**src/rtl/gol_pkg.sv**
```systemverilog
// Shared constants and state type for the Game of Life generation scheduler.
package gol_pkg;

  localparam int GRID_SIZE          = 20;
  localparam int GEN_FRAMES_DEFAULT = 30;

  typedef enum logic [1:0] {
    IDLE,
    START,
    COMPUTE,
    WAIT_SWAP
  } sched_state_t;

endpackage

```
**src/rtl/vblank_edge_detect.sv**
```systemverilog
// Produces a one-cycle frame tick on entry to vertical blank (falling edge of vblank_n).
module vblank_edge_detect (
  input  logic i_clk,
  input  logic i_rst,
  input  logic i_vblank_n,
  output logic o_tick
);

  logic vblank_n_q;

  // NOTE: clocked state uses non-blocking assignments so every register samples pre-edge values.
  always_ff @(posedge i_clk) begin
    if (i_rst) vblank_n_q <= 1'b0;
    else       vblank_n_q <= i_vblank_n;
  end

  // Clearing the sample in reset guarantees no tick in the first cycle afterwards.
  assign o_tick = vblank_n_q & ~i_vblank_n;

endmodule

```
**src/rtl/gol_update_scheduler.sv**
```systemverilog
// Paces Game of Life generations to video frames, swaps the display buffer in vblank
// and arbitrates the shared cell-memory port between display and update engine.
module gol_update_scheduler
  import gol_pkg::*;
#(
  parameter int GEN_FRAMES = GEN_FRAMES_DEFAULT,
  parameter int GEN_W      = 16
) (
  input  logic             i_clk,
  input  logic             i_rst,
  input  logic             i_vblank_n,
  input  logic             i_run,
  input  logic             i_step,
  output logic             o_eng_start,
  input  logic             i_eng_done,
  output logic             o_buf_sel,
  input  logic             i_disp_req,
  output logic             o_disp_gnt,
  input  logic             i_eng_req,
  output logic             o_eng_gnt,
  output logic [GEN_W-1:0] o_gen_count,
  output logic             o_busy,
  output logic             o_overrun
);

  localparam logic [7:0] LAST_FRAME = 8'(GEN_FRAMES - 1);

  sched_state_t state, next_state;
  logic [7:0]   frame_cnt;
  logic         tick;
  logic         auto_trig;
  logic         swap;

  vblank_edge_detect u_edge (
    .i_clk      (i_clk),
    .i_rst      (i_rst),
    .i_vblank_n (i_vblank_n),
    .o_tick     (tick)
  );

  assign auto_trig = tick & i_run & (frame_cnt == LAST_FRAME);
  assign swap      = (state == WAIT_SWAP) & tick;

  always_ff @(posedge i_clk) begin
    if (i_rst)         frame_cnt <= 8'd0;
    else if (tick)     frame_cnt <= (frame_cnt == LAST_FRAME) ? 8'd0 : frame_cnt + 8'd1;
  end

  // NOTE: every output of this block is given a default first, so no latch can be inferred.
  always_comb begin
    next_state = state;
    case (state)
      IDLE:      if (auto_trig | i_step) next_state = START;
      START:     next_state = COMPUTE;
      COMPUTE:   if (i_eng_done) next_state = WAIT_SWAP;
      WAIT_SWAP: if (tick) next_state = IDLE;
      default:   next_state = IDLE;
    endcase
  end

  // The done accepted in COMPUTE only arms the swap; the tick that commits it is a later one.
  always_ff @(posedge i_clk) begin
    if (i_rst) begin
      state       <= IDLE;
      o_buf_sel   <= 1'b0;
      o_gen_count <= '0;
      o_eng_start <= 1'b0;
      o_overrun   <= 1'b0;
    end else begin
      state       <= next_state;
      o_eng_start <= (state == IDLE) && (next_state == START);
      o_overrun   <= auto_trig && (state != IDLE);
      if (swap) begin
        o_buf_sel   <= ~o_buf_sel;
        o_gen_count <= o_gen_count + 1'b1;
      end
    end
  end

  assign o_busy = (state != IDLE);

  // Display always wins the shared port; the engine only gets it while computing.
  assign o_disp_gnt = i_disp_req;
  assign o_eng_gnt  = i_eng_req & ~i_disp_req & (state == COMPUTE);

endmodule
```
**config.mk**
```make
export PLATFORM = sky130hd
export DESIGN_NAME = gol_update_scheduler
export DESIGN_NICKNAME = d
export VERILOG_FILES = /design/src/rtl/gol_pkg.sv /design/src/rtl/vblank_edge_detect.sv /design/src/rtl/gol_update_scheduler.sv
export SDC_FILE = /design/constraint.sdc
export NUM_CORES = 1
export LEC_CHECK = 0
export BUFFER_PORTS_ARGS = -buffer_cell sky130_fd_sc_hd__buf_4
export CORE_UTILIZATION = 45
export DETAILED_ROUTE_END_ITERATION = 12
export HOLD_SLACK_MARGIN = 0.08
export PLACE_DENSITY = 0.68
export SYNTH_ARGS = -nofsm -noshare
export SYNTH_HDL_FRONTEND = slang
export SYNTH_HIERARCHICAL = 1
export SYNTH_SLANG_ARGS = --single-unit
```
**constraint.sdc**
```tcl
create_clock -name i_clk -period 2.4 [get_ports i_clk]
set_input_delay 0.48 -clock i_clk [delete_from_list [all_inputs] [get_ports i_clk]]
set_output_delay 0.48 -clock i_clk [all_outputs]
set_load 0.02 [all_outputs]
```
==> impl_table.tex <==
\begin{tabular}{lr}
\hline
Metric & Value \\
\hline
\multicolumn{2}{l}{\textbf{Outcome}} \\
Outcome & complete, but fails checks \\
Violations in the final reports & design-rule violations \\
\multicolumn{2}{l}{\textbf{Global route}} \\
Largest net degree at the start of global routing & 34 \\
Via count of the first global-routing pass & roughly 1100 \\
Overall overflow remaining after global route & 0 \\
Global-route wire length before repair & $\sim$4600 um \\
Initial antenna violation count & 0 \\
Global router's overall resource usage & 0.189 \\
\multicolumn{2}{l}{\textbf{Worst setup path}} \\
Crit Path Max Fanout & 9 \\
Worst path arrival time & about 2200 ps \\
Master of the slowest instance on the critical path & or4\_4 \\
Worst setup EP type & register \\
Kind of cell adding the most delay to the critical path & simple AND/OR/NAND/NOR gates \\
CP Data Required Time & roughly 2700 ps \\
Buffers \& Inverters on Critical Path & 0 \\
Worst stage delay on the critical path & approximately 580 ps \\
Worst Setup Start Kind & register \\
Crit path kind & reg2reg \\
Cells along the critical path & nor2b\_1 > nand4\_4 > or4\_4 > or3\_1 > a21oi\_1 \\
\multicolumn{2}{l}{\textbf{Power}} \\
Switching share of power & 0.240 \\
Switching component of the power & about 0.21 mW \\
Combinational share of power & 0.066 \\
VDD IR max & approximately 0.00029 V \\
Pleak & 0.652 nW \\
Internal & roughly 0.67 mW \\
Clock group share of total power & 0.351 \\
Power Dens Cells & $\sim$540 nW/um2 \\
Portion of total power attributed to sequential cells & 0.583 \\
PnR Total Power & a little under 0.9 mW \\
\multicolumn{2}{l}{\textbf{Floorplanning}} \\
Die extent in x & 56.8 um \\
Initial core utilization & 0.481 \\
Floorplan core area & between 2000 and 3000 um2 \\
Number of I/O pins & 30 \\
Die Height & $\sim$57 um \\
Full die area & around 3200 um2 \\
FP Rows & 19 \\
\multicolumn{2}{l}{\textbf{STA}} \\
Unrepaired setup endpoints after global routing & no \\
Worst-Margin Slew & 563 ps \\
Worst Hold Margin & 367 ps \\
Sum of negative setup slack & 0 ps \\
Total count of hold-check failures in the final report & 0 \\
Period utilization & 0.794 \\
Slew margin rel. & 0.620 \\
Clock skew after layout & 11.7 ps \\
Number of endpoints failing setup at the final stage & 0 \\
Max Freq & about 530 MHz \\
Time the worst path needs with I/O delays and setup & around 1900 ps \\
Final number of max-transition violations & 0 \\
\multicolumn{2}{l}{\textbf{Logic synthesis}} \\
Cell count after synthesis & around 150 \\
Count of distinct cell types in the synthesized netlist & 36 \\
Yosys warnings & 6 \\
Post-Syn Area & about 1400 um2 \\
Yosys top cell by area & dfxtp\_1 \\
Area share of the largest cell type after synthesis & 0.445 \\
Synth async-reset ratio & 0 \\
Part of the Yosys area used for sequential elements & 0.445 \\
Top post-synthesis cells by area & dfxtp\_1, nor2\_1, xnor2\_1 \\
Average instance area after synthesis & about 9 um2 \\
Post-synth top flop & dfxtp\_1 \\
\#FFs+latches synth & 30 \\
Number of synthesized flops with an enable pin & 0 \\
Syn\_nets & roughly 160 \\
\multicolumn{2}{l}{\textbf{Drt}} \\
Routed Wire Length & 2620 um \\
Number of antenna-violating nets in the routed design & 0 \\
Count of routing violations after the opening detailed-route iteration & 39 \\
Average detailed-routed wire length per instance & 12.2 um \\
Vias/cell & roughly 5.4 \\
Via count & between 1000 and 1500 \\
Initial DRT Pass Iterations & 8 \\
Residual DRC count & 4 \\
\multicolumn{2}{l}{\textbf{Placement}} \\
Count of placed standard cells including taps & 207 \\
Weighted congestion reported at the end of routability-driven placement & between 0.7 and 0.8 \\
Buffers added on ports & 29 \\
Half-perimeter wire length of the detailed placement result & roughly 1900 um \\
Total cell area at the placement stage & around 1600 um2 \\
\multicolumn{2}{l}{\textbf{CTS}} \\
\# Post-CTS Setup Buffers & 0 \\
Level count of the clock H-tree & 2 \\
Cts repair resizes & 0 \\
Number of buffers inserted for hold repair after clock tree synthesis & 0 \\
Cell at the root of the clock tree & clkbuf\_4 \\
CTS Sinks & 30 \\
Clk pin slew, worst setup/hold paths & around 90 ps \\
Max clock buf depth & 2 \\
Worst skew pair latency & 330 ps \\
Number of buffers created by CTS & 5 \\
CTS tree & done \\
\multicolumn{2}{l}{\textbf{Final layout}} \\
Final standard cell count with taps included and fillers excluded & around 220 \\
Final instance area & around 1600 um2 \\
Layout cell share with drive strength beyond 1 & 0.239 \\
Layout net count & between 150 and 200 \\
Number of diodes added for antenna fixing & 0 \\
Area Growth Syn to Fin & 22.0\% \\
Commonest cells after routing, fill and taps aside & dfxtp\_1, buf\_4, nor2\_1 \\
\multicolumn{2}{l}{\textbf{Job}} \\
Max-cap violation count & 0 \\
\multicolumn{2}{l}{\textbf{Hold path}} \\
Worst min path class & in2reg \\
\hline
\end{tabular}
-- area by class of cell --
type,count,area [um2]
fillers,273,1160
multi-input cells,110,699
flip-flops and latches,30,601
repair buffers,30,225
clock buffers,7,55.1
well taps,31,38.8
inverters,6,22.5
clock inverters,1,5.00
-- synthesized netlist by cell type, types with 2 or more instances --
library cell and number:
a21oi_1 7, and3_1 3, clkbuf_1 3, dfxtp_1 30
ha_1 3, inv_1 6, mux2_2 3, mux2i_1 2
nand2_1 11, nand3_1 7, nand4_1 4, nor2_1 18
nor2b_1 5, nor3_1 8, o21ai_0 6, or3_1 5
xnor2_1 7, xor2_1 6
-- stage by stage --
stage	worst slack [ps]	utilization
2_1_floorplan	514	-
3_3_place_gp	328	0.566
3_5_place_dp	224	0.566
4_1_cts	492	0.587
5_1_grt	211	0.587
6_report	495	0.587
-- power groups by stage --
stage	combinational, mW	sequential (mW)	clock [mW]
finish	0.0586	0.515	0.311
CTS	0.0593	0.515	0.322
global placement	0.0572	0.527	0
global route	0.0655	0.517	0.339
detailed placement	0.0591	0.527	0
floorplan	0.0376	0.524	0
-- path summary, 6_finish.rpt --
kind,startpoint,to,slack [ps],cells past startpoint
setup / recovery,u_edge/vblank_n_q$_SDFF_PP0_,o_gen_count[14]$_SDFFE_PP0P_,500,5
hold / removal,i_vblank_n,u_edge/vblank_n_q$_SDFF_PP0_,370,2
setup reg to reg,u_edge/vblank_n_q$_SDFF_PP0_,o_gen_count[14]$_SDFFE_PP0P_,500,5
hold reg to reg,o_gen_count[14]$_SDFFE_PP0P_,o_gen_count[14]$_SDFFE_PP0P_,510,2
-- state kept, by name, indices dropped and copies added, names as in the netlist --
signal	flops
frame_cnt	8
o_buf_sel	1
o_eng_start	1
o_gen_count	16
o_overrun	1
state	2
u_edge/vblank_n_q	1
-- worst reg2reg max path, cell delays in order, from the launching register on --
cell     delay [ps]
dfxtp_1         310
nor2b_1         290
nand4_4         200
or4_4           580
or3_1           320
a21oi_1         140
-- kinds of logic after synthesis --
group | Yosys count | share of synthesized area
compound gates | 18 | 0.0760
xor+xnor | 13 | 0.0843
fa+ha+maj | 3 | 0.0278
buf+inv | 12 | 0.0371
flops | 30 | 0.445
mux | 5 | 0.0399
simple gates | 71 | 0.290
-- metal layers --
| layer | track usage | share of wire | vias to the layer above |
|---|---|---|---|
| li1 | - | - | 587 |
| met1 | 0.235 | 0.49 | 528 |
| met2 | 0.293 | 0.44 | 28 |
| met3 | 0.0484 | 0.050 | 8 |
| met4 | 0.115 | 0.024 | 0 |
| met5 | 0 | 0 | - |
(Power assumes the default switching activity.)
